`config.mk`:
```
export PLATFORM = sky130hd
export DESIGN_NAME = instr_fetch
export DESIGN_NICKNAME = d
export VERILOG_FILES = /design/src/rtl/instr_fetch.sv
export SDC_FILE = /design/constraint.sdc
export NUM_CORES = 1
export LEC_CHECK = 0
export ABC_AREA = 1
export ABC_CLOCK_PERIOD_IN_PS = 6400
export CORE_ASPECT_RATIO = 1.4
export CORE_MARGIN = 2
export CORE_UTILIZATION = 55
export DETAILED_ROUTE_END_ITERATION = 10
export PLACE_DENSITY = 0.81
export SLEW_MARGIN = 20
export SYNTH_ARGS = -nofsm -noshare
export SYNTH_HDL_FRONTEND = slang
export SYNTH_SLANG_ARGS = --single-unit
export TNS_END_PERCENT = 30
```
`constraint.sdc`:
```
create_clock -name clk -period 6.4 [get_ports clk]
set_input_delay 1.28 -clock clk [delete_from_list [all_inputs] [get_ports clk]]
set_output_delay 1.28 -clock clk [all_outputs]
set_load 0.1 [all_outputs]
```
`src/rtl/instr_fetch.sv`:
```
// Instruction fetch stage: PC generation, synchronous imem address issue and a
// 2-entry skid FIFO toward decode, with redirect flush and misaligned-target trap.
module instr_fetch #(
    parameter logic [31:0] RESET_PC  = 32'h0000_0004,
    parameter logic [31:0] NOP_INSTR = 32'h0000_0013
) (
    input  logic        clk,
    input  logic        reset,
    output logic [31:0] imem_address,
    output logic        imem_rw,
    output logic [31:0] imem_data_in,
    input  logic [31:0] imem_data_out,
    input  logic        redirect_valid,
    input  logic [31:0] redirect_pc,
    input  logic        if_ready,
    output logic        if_valid,
    output logic [31:0] if_pc,
    output logic [31:0] if_instr,
    output logic        if_exc_misaligned
);

    logic [31:0] pc;
    logic [31:0] addr_q;
    logic        halted;
    logic        vld_p1;
    logic [31:0] resp_pc_p1;
    logic        exc_p1;
    logic [31:0] exc_pc_p1;

    logic [31:0] q_pc    [2];
    logic [31:0] q_instr [2];
    logic        q_exc   [2];
    logic        rd_ptr;
    logic        wr_ptr;
    logic [1:0]  count;

    logic        redirect_aligned;
    logic [31:0] issue_pc;
    logic        deq;
    logic [2:0]  occ;
    logic        issue;
    logic        enq_resp;
    logic        enq_exc;
    logic        enq;
    logic [31:0] enq_pc;
    logic [31:0] enq_instr;

    assign imem_rw      = 1'b1;
    assign imem_data_in = '0;

    assign redirect_aligned = (redirect_pc[1:0] == 2'b00);
    assign issue_pc         = redirect_valid ? redirect_pc : pc;
    assign deq              = if_valid && if_ready;
    // Credit counts queued entries plus the response still in the memory pipe.
    assign occ   = {1'b0, count} + {2'b00, vld_p1} - {2'b00, deq};
    assign issue = reset && (redirect_valid ? redirect_aligned : (!halted && (occ < 3'd2)));

    assign imem_address = issue ? {2'b00, issue_pc[31:2]} : addr_q;

    // A redirect in the same cycle kills whatever would have been enqueued.
    assign enq_resp  = vld_p1 && !redirect_valid;
    assign enq_exc   = exc_p1 && !redirect_valid;
    assign enq       = enq_resp || enq_exc;
    assign enq_pc    = enq_exc ? exc_pc_p1 : resp_pc_p1;
    assign enq_instr = enq_exc ? NOP_INSTR : imem_data_out;

    assign if_valid          = (count != 2'd0);
    assign if_pc             = q_pc[rd_ptr];
    assign if_instr          = q_instr[rd_ptr];
    assign if_exc_misaligned = q_exc[rd_ptr];

    // p0 -> p1: address issue and in-flight tracking
    always_ff @(posedge clk or negedge reset) begin
        if (!reset) begin
            pc         <= RESET_PC;
            addr_q     <= {2'b00, RESET_PC[31:2]};
            halted     <= 1'b0;
            vld_p1     <= 1'b0;
            resp_pc_p1 <= '0;
            exc_p1     <= 1'b0;
            exc_pc_p1  <= '0;
        end else begin
            vld_p1 <= issue;
            if (issue) begin
                addr_q     <= {2'b00, issue_pc[31:2]};
                resp_pc_p1 <= issue_pc;
                pc         <= issue_pc + 32'd4;
            end
            exc_p1 <= redirect_valid && !redirect_aligned;
            if (redirect_valid) begin
                exc_pc_p1 <= redirect_pc;
                halted    <= !redirect_aligned;
            end
        end
    end

    // p1 -> p2: skid FIFO toward decode
    always_ff @(posedge clk or negedge reset) begin
        if (!reset) begin
            q_pc[0]    <= '0;
            q_pc[1]    <= '0;
            q_instr[0] <= '0;
            q_instr[1] <= '0;
            q_exc[0]   <= 1'b0;
            q_exc[1]   <= 1'b0;
            rd_ptr     <= 1'b0;
            wr_ptr     <= 1'b0;
            count      <= 2'd0;
        end else if (redirect_valid) begin
            rd_ptr <= 1'b0;
            wr_ptr <= 1'b0;
            count  <= 2'd0;
        end else begin
            if (enq) begin
                q_pc[wr_ptr]    <= enq_pc;
                q_instr[wr_ptr] <= enq_instr;
                q_exc[wr_ptr]   <= enq_exc;
                wr_ptr          <= ~wr_ptr;
            end
            if (deq) begin
                rd_ptr <= ~rd_ptr;
            end
            count <= count + {1'b0, enq} - {1'b0, deq};
        end
    end

endmodule

```
# ---- Yosys cells after proc, flatten, opt, wreduce, memory -nomap -nowiden
# Cells that the tools add are included.
dict set report word_totals {
  out_inout_bits 131
  ff_bits 265
}
dict set report classes {
  muxes 26
  bitwise 5
  order_cmp 4
  addsub 5
  reduce_logical 16
}
# cell count
set op_table {}
lappend op_table {{2-to-1 mux 32 bit} 11}
lappend op_table {{bitwise mux 64 bit} 2}
lappend op_table {{adder 32 x 3 -> 32 bit (second input constant)} 1}
lappend op_table {{demux 32 bit (select 1 bit)} 1}
lappend op_table {{2-to-1 mux 1 bit} 9}
lappend op_table {{logical AND 1 bit} 7}
lappend op_table {{nonzero test 2 bit} 3}
lappend op_table {{greater-or-equal comparator 2 bit (second input constant)} 2}
lappend op_table {{NOT 1 -> 2 bit} 2}
lappend op_table {{adder 2 x 1 -> 3 bit} 1}
lappend op_table {{logical NOT 1 bit} 3}
lappend op_table {{less-than comparator 3 x 2 -> 1 bit (second input constant)} 1}
lappend op_table {{NOT 1 bit} 3}
lappend op_table {{subtractor 3 x 1 -> 3 bit} 1}
lappend op_table {{adder 2 x 1 -> 2 bit} 1}
lappend op_table {{bitwise mux 2 bit} 1}
lappend op_table {{logical NOT 2 bit} 1}
lappend op_table {{less-than comparator 2 x 1 -> 1 bit (second input constant)} 1}
lappend op_table {{2-to-1 mux 2 bit} 1}
lappend op_table {{AND reduction 2 bit} 1}
lappend op_table {{subtractor 2 x 1 -> 2 bit} 1}
lappend op_table {{demux 1 bit (select 1 bit)} 1}
lappend op_table {{logical OR 1 bit} 1}

# ---- Depth between registers and ports, before layout
dict set report depth {
  ltp_word 8
  depth_mapped 16
  depth_no_buf 14
}

# ---- Worst setup path before layout
# No wires, ideal clock.
dict set report synth_timing {
  kind {in2out}
  start {input if_ready}
  end {output imem_address[30] (netlist name)}
  arrival_ns 4.309
  stages 12
  t_required_ns 5.120
  path_buffers 2
  path_slack_ns 0.811
  path_cell_list {nand2_1 -> inv_1 -> ha_1 -> or2_2 -> fa_1 -> nand3_1 -> o21ai_1 -> nand3_2 -> inv_2 -> buf_4 -> buf_4 -> nor2_1}
}
# item line
set synth_lines {}
lappend synth_lines {{from (decl)} 15} ;# input logic if_ready,

# ---- Final worst setup path
dict set report layout_timing {
  start {input if_ready}
  end {output imem_address[22]}
}
dict set report layout_via {
  elab_chain_cells 7
}
# item line
set layout_lines {}
lappend layout_lines {{logical AND 1 bit} 53} ;# assign deq = if_valid && if_ready;
lappend layout_lines {{subtractor 3 x 1 -> 3 bit} 55} ;# assign occ = {1'b0, count} + {2'b00, vld_p1} - {2'b00, deq};
lappend layout_lines {{less-than comparator 3 x 2 -> 1 bit} 56} ;# assign issue = reset && (redirect_valid ? redirect_aligned : (!halted && (occ < 3'd2)));
lappend layout_lines {{logical AND 1 bit} 56}
lappend layout_lines {{2-to-1 mux 1 bit} 56}
lappend layout_lines {{logical AND 1 bit} 56}
lappend layout_lines {{2-to-1 mux 32 bit} n/a}
lappend layout_lines {{to (decl)} 9} ;# output logic [31:0] imem_address,
# No other way between the ends.

==> results_dict.tcl <==
set metrics [dict create \
    overflow 0 \
    final_common_cell "nand2_1" \
    cts_hold_buf 0 \
    place_inst 2026 \
    fin_area_um2 15430 \
    htreeDepth 1 \
    drc 0 \
    maxSlewViolCount 0 \
    post-dp-hpwl_um 19330 \
    areaGrowthSynthToFinish_pct 23.36 \
    maxCapViolCount 0 \
    layoutNonFillerInstCount 2075 \
    crit_path_start_kind "input pin" \
    finalSetupViolCount 0 \
    ant_nets 0 \
    dpl_cell_area_um2 14470 \
    pwr_density_cell_nw_per_um2 579.0 \
    crit_type "in -> out" \
    cts_root_buf "clkbuf_16" \
    drt-total-wl_um 30040 \
    fin_skew_ns 0.01635 \
    grt_pass1_vias 10300 \
    ys_ff_latch 263 \
    crit_arrival_ns 4.35 \
    crit_fanout 32 \
    port_buffers 165 \
    crit_required_ns 5.12 \
    initial_core_util 0.5572 \
    placementRows 65 \
    fin_nets 1827 \
    worstSetupEndpointType "output port" \
    ys_warn_count 0 \
    peakVddDrop_mv 0.4285 \
    die_w_um 131.4 \
    ios 199 \
    pre_cts_ws_ns 0.8723 \
    ys_types 35 \
    grtUsageTotal 0.2544 \
    nFillCells 1793 \
    synth-edff-count 0 \
    core_um2 22450 \
    numClockSinks 263 \
    grt_start_max_net_pins 184 \
    finalCriticalPeriod_ns 5.628 \
    wire_per_inst_um 14.47 \
    die_height_um 182.4 \
    numCtsBuffers 26 \
    synth_ff_type "dfrtp_1" \
    initialDrtViolationCount 737 \
    hp-class "reg -> reg" \
    worst_slack_ns 0.7716 \
    fin_setup_tns_ns 0 \
    vias 10510 \
    first_pass_iters 5 \
    fmax_ghz 0.1777 \
    cts_buffer_depth 3 \
    outcome "completed" \
    drive_gt1_frac 0.07666 \
    cts_tree "built" \
    async_flop_share 1.000 \
    clk_latency_ns 0.53 \
    hold_violations 0 \
    grt_pass1_wl_um 50560 \
    n_antenna_cell 0 \
    rsz0062_at_grt "no" \
    cts_setup_buffers 0 \
    worstMarginPinSlew_ns 1.063 \
    fin_crit_sh 0.8794 \
    ctsResizeCount 0 \
    final_cell_mix "710 x nand2_1, 260 x dfrtp_1, 207 x o21ai_0, 167 x inv_1, 131 x clkdlybuf4s50_1" \
    synth_seq_area_share 0.5264 \
    die-area_um2 23980 \
    gp_congestion 0.8756 \
    slew-limit-headroom 0.2889 \
    via_per_inst 5.067 \
    power.leakage_uw 0.007835 \
    clk_pin_slew_ns 0.06 \
    antenna_found_initial 0 \
    syn_area_um2 12510 \
    syn_avg_cell_area_um2 7.678 \
    synth_cells 1629 \
]
[power breakdown]
group / internal [uW] / switching [uW] / leakage (uW) / total, uW
Combinational: 1180 / 3530 / 0.00403 / 4710
Clock: 984 / 648 / 0.000458 / 1630
Sequential: 2290 / 304 / 0.00334 / 2590
[logic make-up (layout without fill, tap and decap cells)]
| family | Yosys count | count (layout) | synth area share |
|---|---|---|---|
| AO/OA/AOI/OAI | 215 | 215 | 0.08703 |
| XOR/XNOR | 9 | 9 | 0.006303 |
| adder cells (fa/ha/maj) | 5 | 5 | 0.005602 |
| buffers and inverters | 283 | 397 | 0.1028 |
| flip-flops | 263 | 263 | 0.5264 |
| other | 2 | 33 | 0.0006005 |
| AND/OR/NAND/NOR | 852 | 852 | 0.2712 |
[layer usage]
layer / vias to the layer above / wire [um] / global-route usage
li1: 5146 / - / -
met1: 4965 / 12500 / 0.3323
met2: 331 / 14770 / 0.4341
met3: 71 / 1746 / 0.03639
met4: 0 / 1013 / 0.09391
met5: - / 0 / 0
[critical path, stage by stage]
cell	delay [ns]
clkdlybuf4s50_1	0.46
nand2_1	0.08
inv_1	0.09
ha_1	0.22
or2_2	0.31
fa_1	0.49
nand3_1	0.08
o21ai_1	0.21
nand3_4	0.12
inv_2	0.25
buf_12	0.24
nand2_1	0.11
nand2_1	0.19
buf_12	0.20
[sequential cells by signal, indices dropped and copies added (netlist names)]
| register | count |
|---|---|
| q_pc | 64 |
| resp_pc_p1 | 30 |
| wr_ptr | 1 |
| halted | 1 |
| exc_pc_p1 | 32 |
| q_instr | 64 |
| pc | 32 |
| q_exc | 2 |
| addr_q | 32 |
| vld_p1 | 1 |
| exc_p1 | 1 |
| rd_ptr | 1 |
| count | 2 |
[through the flow]
step / power [uW] / utilization / hold slack [ns]
final: 8933 / 0.6873 / 0.4724
after global routing: 9378 / 0.6873 / 0.4887
after CTS: 8973 / 0.6861 / 0.4744
after detailed placement: 7301 / 0.6448 / 0.4585
after global placement: 7231 / 0.6448 / 0.4532
after floorplan: 6013 / - / 0.4417
[synthesized netlist by cell type (2+ instances only)]
library cell / instances / area [um^2]
buf_8: 2 / 30.03
o21ai_0: 207 / 1036
o21bai_1: 2 / 15.01
inv_1: 168 / 630.6
ha_1: 4 / 50.05
nand2_2: 17 / 106.4
nor2_4: 6 / 67.56
nand2_1: 710 / 2665
buf_4: 38 / 285.3
xnor2_1: 3 / 26.28
nor2_2: 9 / 56.30
buf_6: 4 / 45.04
buf_1: 3 / 11.26
o21a_1: 2 / 15.01
conb_1: 2 / 7.510
nor2_1: 63 / 236.5
clkbuf_1: 45 / 168.9
inv_2: 2 / 7.510
or2_2: 4 / 25.02
xor2_1: 6 / 52.55
dfrtp_1: 261 / 6531
nand3_1: 34 / 170.2
o21ai_1: 2 / 10.01
dfstp_2: 2 / 52.55
or2_1: 4 / 25.02
buf_2: 19 / 95.09
and2_1: 2 / 12.51
[path summary, 6_finish.rpt]
check                      slack, ns   startpoint  depth (start not counted)          endpoint
setup / recovery                0.77     if_ready                         14  imem_address[22]
hold / removal                  0.47  q_instr[25]                          2       q_instr[25]
setup reg to reg                3.13     count[1]                         15            pc[15]
hold reg to reg                 0.47  q_instr[25]                          2       q_instr[25]
max in group asynchronous       4.26        reset                          3          q_pc[52]
min in group asynchronous       0.73        reset                          1     resp_pc_p1[9]
[cell type report]
class,instances,area [um^2],area share
clock buffer,35,745.7,0.04833
clock inverter,13,182.7,0.01184
timing repair buffer,177,2120,0.1374
inverter,172,650.6,0.04217
tap,301,376.6,0.02441
multi-input combinational,1114,4768,0.3091
sequential,263,6585,0.4268
Note: power is estimated with default switching activity, not from simulation.
